`src/rtl/io_input_sequencer.sv`:
```
// ---------------------------------------------------------------------------
// io_input_sequencer
//
// Operand entry front-end for the memory-mapped IO path. Two enter buttons are
// debounced by identical FSMs; each confirmed press loads the 8-bit switch
// value into operand register A or B and raises that operand's valid flag.
// The CPU polls the flags through a status word, and a read of an operand
// clears its flag. CPU stores to the LED address update a 24-bit LED register.
//
// Optional build macro: IO_BTN_SYNC_EN
//   defined   -> each button passes through a 2-flop synchronizer before its
//                FSM (press-to-capture latency DEBOUNCE_CYCLES+3 edges)
//   undefined -> raw buttons drive the FSMs (latency DEBOUNCE_CYCLES+1 edges)
//
// Ports:
//   clock     in   1  system clock, rising edge
//   rst_n     in   1  asynchronous active-low reset
//   sw_in     in   8  operand switches (not synchronized; must be stable at
//                     the moment a press is confirmed)
//   test_sw   in   3  test-case select switches
//   btn_a     in   1  enter-A button, raw, active-high
//   btn_b     in   1  enter-B button, raw, active-high
//   io_read   in   1  CPU IO load strobe
//   io_write  in   1  CPU IO store strobe
//   addr      in  32  CPU IO address
//   wdata     in  32  CPU store data
//   rdata     out 32  IO read data (combinational, 0 when io_read=0)
//   led_out   out 24  LED register
//   a_valid   out  1  operand A captured and not yet read
//   b_valid   out  1  operand B captured and not yet read
// ---------------------------------------------------------------------------

`ifndef IO_A_ADDR
`define IO_A_ADDR      32'h0000_FF00
`endif
`ifndef IO_B_ADDR
`define IO_B_ADDR      32'h0000_FF04
`endif
`ifndef IO_TEST_ADDR
`define IO_TEST_ADDR   32'h0000_FF08
`endif
`ifndef IO_STATUS_ADDR
`define IO_STATUS_ADDR 32'h0000_FF0C
`endif
`ifndef IO_LED_ADDR
`define IO_LED_ADDR    32'h0000_FF10
`endif

module io_input_sequencer #(
    parameter int DEBOUNCE_CYCLES = 1000000,
    parameter int CNT_W           = 20
) (
    input  logic        clock,
    input  logic        rst_n,
    input  logic [7:0]  sw_in,
    input  logic [2:0]  test_sw,
    input  logic        btn_a,
    input  logic        btn_b,
    input  logic        io_read,
    input  logic        io_write,
    input  logic [31:0] addr,
    input  logic [31:0] wdata,
    output logic [31:0] rdata,
    output logic [23:0] led_out,
    output logic        a_valid,
    output logic        b_valid
);

    typedef enum logic [1:0] {
        S_IDLE,
        S_PRESS_WAIT,
        S_HELD,
        S_REL_WAIT
    } db_state_t;

    localparam logic [CNT_W-1:0] CNT_LAST = CNT_W'(DEBOUNCE_CYCLES - 1);

    logic [1:0] w_btn_raw;
    logic [1:0] w_btn;
    logic [1:0] w_capture;

    assign w_btn_raw = {btn_b, btn_a};

`ifdef IO_BTN_SYNC_EN
    logic [1:0] r_sync1;
    logic [1:0] r_sync2;

    always_ff @(posedge clock or negedge rst_n) begin
        if (!rst_n) begin
            r_sync1 <= 2'b00;
            r_sync2 <= 2'b00;
        end else begin
            r_sync1 <= w_btn_raw;
            r_sync2 <= r_sync1;
        end
    end

    assign w_btn = r_sync2;
`else
    assign w_btn = w_btn_raw;
`endif

    // Index 0 is button A, index 1 is button B.
    for (genvar gi = 0; gi < 2; gi++) begin : g_db
        db_state_t        r_state;
        db_state_t        w_state_next;
        logic [CNT_W-1:0] r_cnt;
        logic [CNT_W-1:0] w_cnt_next;
        logic             w_cap;

        always_ff @(posedge clock or negedge rst_n) begin
            if (!rst_n) begin
                r_state <= S_IDLE;
                r_cnt   <= '0;
            end else begin
                r_state <= w_state_next;
                r_cnt   <= w_cnt_next;
            end
        end

        always_comb begin
            w_state_next = r_state;
            w_cnt_next   = r_cnt;
            w_cap        = 1'b0;
            case (r_state)
                S_IDLE: begin
                    if (w_btn[gi]) w_state_next = S_PRESS_WAIT;
                end
                S_PRESS_WAIT: begin
                    if (!w_btn[gi]) begin
                        w_state_next = S_IDLE;
                    end else if (r_cnt == CNT_LAST) begin
                        // Press confirmed: the capture is a Mealy pulse so the
                        // operand loads on the same edge the FSM enters HELD.
                        w_state_next = S_HELD;
                        w_cap        = 1'b1;
                    end else begin
                        w_cnt_next = r_cnt + 1'b1;
                    end
                end
                S_HELD: begin
                    if (!w_btn[gi]) w_state_next = S_REL_WAIT;
                end
                S_REL_WAIT: begin
                    if (w_btn[gi]) begin
                        w_state_next = S_HELD;
                    end else if (r_cnt == CNT_LAST) begin
                        w_state_next = S_IDLE;
                    end else begin
                        w_cnt_next = r_cnt + 1'b1;
                    end
                end
                default: w_state_next = S_IDLE;
            endcase
            // Every state change restarts the stability count.
            if (w_state_next != r_state) w_cnt_next = '0;
        end

        assign w_capture[gi] = w_cap;
    end

    logic        w_rd_a;
    logic        w_rd_b;
    logic        w_wr_led;
    logic [7:0]  r_a;
    logic [7:0]  r_b;
    logic        r_a_valid;
    logic        r_b_valid;
    logic [23:0] r_led;
    logic        w_unused_wdata;

    assign w_rd_a         = io_read  && (addr == `IO_A_ADDR);
    assign w_rd_b         = io_read  && (addr == `IO_B_ADDR);
    assign w_wr_led       = io_write && (addr == `IO_LED_ADDR);
    assign w_unused_wdata = ^wdata[31:24];

    // A capture takes priority over a same-cycle read clear, so a press that
    // lands on the read edge is never lost.
    always_ff @(posedge clock or negedge rst_n) begin
        if (!rst_n) begin
            r_a       <= 8'h00;
            r_b       <= 8'h00;
            r_a_valid <= 1'b0;
            r_b_valid <= 1'b0;
            r_led     <= 24'h0;
        end else begin
            if (w_capture[0]) begin
                r_a       <= sw_in;
                r_a_valid <= 1'b1;
            end else if (w_rd_a) begin
                r_a_valid <= 1'b0;
            end
            if (w_capture[1]) begin
                r_b       <= sw_in;
                r_b_valid <= 1'b1;
            end else if (w_rd_b) begin
                r_b_valid <= 1'b0;
            end
            if (w_wr_led) r_led <= wdata[23:0];
        end
    end

    always_comb begin
        rdata = 32'h0;
        if (io_read) begin
            case (addr)
                `IO_A_ADDR:      rdata = {24'h0, r_a};
                `IO_B_ADDR:      rdata = {24'h0, r_b};
                `IO_TEST_ADDR:   rdata = {29'h0, test_sw};
                `IO_STATUS_ADDR: rdata = {30'h0, r_b_valid, r_a_valid};
                default:         rdata = 32'h0;
            endcase
        end
    end

    assign led_out = r_led;
    assign a_valid = r_a_valid;
    assign b_valid = r_b_valid;

endmodule

```
`config.mk`:
```
export PLATFORM = sky130hd
export DESIGN_NAME = io_input_sequencer
export DESIGN_NICKNAME = d
export VERILOG_FILES = /design/src/rtl/io_input_sequencer.sv
export SDC_FILE = /design/constraint.sdc
export NUM_CORES = 1
export LEC_CHECK = 0
export ABC_AREA = 1
export CAP_MARGIN = 20
export CORE_UTILIZATION = 34
export CTS_CLUSTER_DIAMETER = 100
export DETAILED_ROUTE_END_ITERATION = 6
export GPL_ROUTABILITY_DRIVEN = 0
export RECOVER_POWER = 50
export SYNTH_ARGS = -nofsm -noshare
export SYNTH_HDL_FRONTEND = slang
export SYNTH_SLANG_ARGS = --single-unit
```
`constraint.sdc`:
```
create_clock -name clock -period 3.3 [get_ports clock]
set_input_delay 0.495 -clock clock [delete_from_list [all_inputs] [get_ports clock]]
set_output_delay 0.495 -clock clock [all_outputs]
set_load 0.02 [all_outputs]
```
# After elaboration in Yosys (flattened, before gate mapping)
# Cells that the tools add are included.
[word_totals]
ff_bits = 86
input_bits = 81
out_inout_bits = 58
elab_cells = 77
[classes]
n_addsub = 2
n_eq_ne = 19
muxes = 36
reduce_logical = 11
[ops]
columns = ["cell", "n"]
rows = [
  ["32-bit by 16-bit equality test with 1-bit output (second input constant)", 5],
  ["20-bit two-way mux", 8],
  ["20-bit one-hot mux with 2 select lines", 2],
  ["20-bit by 1-bit adder with 20-bit output (second input constant)", 2],
  ["20-bit equality test (second input constant)", 2],
  ["8-bit one-hot mux with 4 select lines", 1],
  ["2-bit two-way mux", 12],
  ["2-bit one-hot mux with 4 select lines", 2],
  ["3-bit != test (second input constant)", 4],
  ["1-bit two-way mux", 10],
  ["2-bit equality test (second input constant)", 4],
  ["8-bit two-way mux", 1],
  ["3-bit AND reduction", 2],
  ["3-bit nonzero test", 2],
  ["2-bit by 1-bit equality test with 1-bit output (second input constant)", 2],
  ["2-bit logical NOT", 2],
  ["2-bit != test", 2],
  ["2-bit nonzero test", 2],
  ["1-bit logical AND", 3],
]

# Longest topological paths before layout
[depth]
word_depth = 7
ltp_mapped = 11

# Worst setup path before layout
# No wires, ideal clock.
[synth_path]
path_kind = "input-to-output"
start = "input addr[31]"
end = "output rdata[2]"
arrival_ns = 1.702
required_time_ns = 2.805
slack_ns = 1.103
path_stages = 8
cell_sequence = "nor2_1 nand2_1 nor2_1 nand2_1 nor2_1 buf_2 nand3_1 a31oi_1"
[synth_between]
elab_chain_len = 3
elab_cells_between_ends = 6
classes_between = "eq/ne (4); mux (2)"
[synth_lines]
columns = ["item", "line", "text"]
rows = [
  ["start: declaration", "61", "input logic [31:0] addr,"],
  ["32-bit by 16-bit equality test with 1-bit output", "206", "case (addr)"],
  ["8-bit one-hot mux with 4 select lines (*)", "206", ""],
  ["8-bit two-way mux (*)", "205", "if (io_read) begin"],
  ["end: declaration", "63", "output logic [31:0] rdata,"],
]
# Every way passes the cells marked *; elsewhere a longest branch is shown, timed or not.

# Worst setup path in the final report
[layout_path]
start = "input addr[19]"
end = "output rdata[5]"
# The elaborated chain is that of the path after synthesis.

==> impl_metrics.py <==
metrics = {
    "outcome": {
        "status": "finished with violations",
        "violations": "capacitance limit, slew limit",
    },
    "sta": {
        "setup_violations": 0,
        "fin_crit_sh_pct": 94.7,
        "worst_pin_slew_ns": 2.25,
        "whs_ns": 0.482,
        "finalMaxSlewViolations": 44,
        "max-slew-margin-rel_pct": -49.7,
        "final_hold_viol_count": 0,
        "period_minus_slack_ns": 3.12,
        "rsz0062_at_grt": "false",
        "finalWorstSetupSlack_ns": 0.177,
        "tns_ns": 0,
        "fmax_ghz": 0.320,
        "fin_skew_ns": 0.00974,
    },
    "final_layout": {
        "seq_area_mm2": 0.00215,
        "post-route-util_pct": 46.4,
        "drive_gt1_share_pct": 4.98,
        "fill_cells": 1328,
        "multi_input_area_mm2": 0.00206,
        "fin_cells": 919,
        "nets": 822,
        "synthToLayoutAreaGrowth_pct": 31.7,
        "stdcell_area_mm2": 0.00622,
        "n_antenna_cell": 0,
    },
    "setup_path": {
        "crit_path_cell_trace": "clkdlybuf4s50_1, nor2_1, nand2_1, nor2_1, nand2_1, nor2_1, buf_4, nand3_2, a21oi_1, clkdlybuf4s50_1",
        "critPathKind": "primary input to primary output",
        "path_buf_inv": 3,
        "max_stage_delay_ns": 0.63,
        "cpMostUsedCell": "nor2_1",
        "critPathCaptureType": "primary output",
        "arrival_ns": 2.63,
        "cp-start-kind": "primary input",
        "reg2reg_slack_ns": 1.06,
        "required_ns": 2.80,
        "cpMaxStageDelayCell": "clkdlybuf4s50_1",
        "crit_family": "buffers and inverters",
        "cp_max_fo": 8,
    },
    "global_route": {
        "grt_usage_pct": 16.3,
        "grt-ovfl-total": 0,
        "grt_first_pass_wirelength_um": 18700,
        "grt_max_degree": 49,
        "grt_pass1_vias": 4134,
        "antenna_found_initial": 1,
    },
    "synthesis": {
        "synth_seq_cells": 86,
        "synth_cell_types": 33,
        "synth_simple_gate_area_share_pct": 29.7,
        "ys.flop_type": "dfrtp_1",
        "yosys-top-cells-area": "dfrtp_1 46%, nand2_1 12%, inv_1 6.8%",
        "ys_warn_count": 0,
        "synth_adder_area_share_pct": 0.529,
        "synthTopCellsByCount": "150 x nand2_1, 86 x dfrtp_1, 86 x inv_1",
        "syn_inst": 629,
        "synth_compound_area_share_pct": 7.41,
        "netlist_area_mm2": 0.00473,
        "synth.yosys.seq_area_share_pct": 45.5,
        "yosysTopAreaCellShare_pct": 45.5,
        "synth_xor_xnor_area_share_pct": 4.08,
        "synth-edff-count": 0,
        "synth_top_family_by_area": "simple AND/OR/NAND/NOR gates",
        "yosysMostFrequentCell": "nand2_1",
        "syn_area_per_cell_um2": 7.52,
        "yosysTopAreaCell": "dfrtp_1",
        "synthArstFlopShare_pct": 100,
        "synth_mux_area_share_pct": 0,
    },
    "floorplan": {
        "die_w_um": 120,
        "initial_core_util_pct": 35.3,
        "dieArea_mm2": 0.0144,
        "rows": 42,
        "io_pins": 139,
        "core_area_mm2": 0.0134,
        "die_h_um": 120,
    },
    "cts": {
        "numCtsBuffers": 9,
        "post_cts_buffers": 0,
        "clkTransAtPathRegs_ns": 0.06,
        "cts.path.max_buffers": 2,
        "clk_latency_ns": 0.35,
        "cts.sinks": 86,
        "h-tree-depth": 3,
        "cts_hold_buf": 0,
        "cts-root-buf": "clkbuf_16",
        "cts_tree": "built",
        "cts_resized": 0,
    },
    "drt": {
        "drtPass1Iterations": 4,
        "drt_iter0_markers": 186,
        "vias_per_cell": 4.63,
        "routedWlPerCell_um": 12.0,
        "vias": 4253,
        "drtAntennaViolNets": 0,
        "finalWirelength_um": 11000,
        "drc": 0,
    },
    "placement": {
        "dpl.cell_count": 904,
        "numPortBuffers": 106,
        "dpl-instance-area_mm2": 0.00590,
        "hpwl_um": 8360,
        "pre_cts_ws_ns": 0.0265,
    },
    "power": {
        "ir_worst_vdd_mv": 0.240,
        "p_leak_nw": 2.96,
        "p_total_mw": 2.35,
        "power_density_mw_per_mm2": 378,
    },
    "min_path": {
        "hp-class": "flop to flop",
    },
    "job": {
        "cap_violations": 1,
    },
}
==> kinds of logic after synthesis <==
logic type | after synthesis
and+or+nand+nor | 328
buffers and inverters | 127
DFF | 86
AOI/OAI and AO/OA | 63
xor gates and xnor gates | 22
adders and majority gates | 2
other | 1
==> tightest hold or removal path: stages (launching register included) <==
cell and delay [ns]:
dfrtp_1 0.34, nand2_1 0.05, o21ai_0 0.06
==> flip-flops by register name, summed over array words and instances, names as in the netlist <==
signal / count
led_out: 24
b_valid: 1
r_b: 8
g_db.r_state: 4
a_valid: 1
r_a: 8
g_db.r_cnt: 40
==> worst paths after layout <==
check                                    end  cells past startpoint        startpoint
max in group asynchronous        led_out[16]                      2             rst_n
setup / recovery                    rdata[5]                     10          addr[19]
setup reg to reg           g_db[0].r_cnt[15]                      9  g_db[0].r_cnt[1]
hold reg to reg                   led_out[9]                      2        led_out[9]
hold / removal                    led_out[9]                      2        led_out[9]
min in group asynchronous            b_valid                      1             rst_n
==> area by class of cell <==
cell class,count,area share [%]
multi-input combinational,439,33.1
timing repair buffer,115,18.3
clock buffer,10,3.84
inverter,88,5.31
clock inverter,5,1.33
tap,176,3.54
sequential,86,34.6
==> cells in the final DEF, fill, tap and decap left out, types with 2 or more instances in the layout <==
master           netlist  final
nand2_1              150    150
clkdlybuf4s50_1        0     94
inv_1                 86     86
dfrtp_1               86     86
nor2_1                84     84
nand3_1               54     54
o21ai_0               43     43
conb_1                 1     24
xor2_1                19     19
nor3_1                16     16
nand4_1               14     14
a21oi_1                9      9
clkbuf_16              0      9
o21ai_2                8      8
dlygate4sd3_1          0      6
dlymetal6s2s_1         0      5
buf_4                 24      5
xnor2_1                3      3
and2_0                 0      2
a31oi_1                2      2
ha_1                   2      2
bufinv_16              0      2
clkbuf_1               6      2
clkbuf_2               0      2
==> report_power, final <==
group,switching (mW),internal (mW),leakage (nW),total [mW]
logic,0.102,0.0901,1.61,0.193
registers,0.00601,1.06,1.19,1.07
clock network,0.412,0.682,0.159,1.09
total,0.520,1.83,2.96,2.35
==> metal layers <==
metal	up-vias	track usage, %	share of wire [%]
met4	2	5.55	1.3
li1	2151	-	-
met5	-	0	0.11
met1	1970	20.5	47
met3	12	4.66	6.7
met2	118	26.7	45
Note: power is estimated with default switching activity, not from simulation.
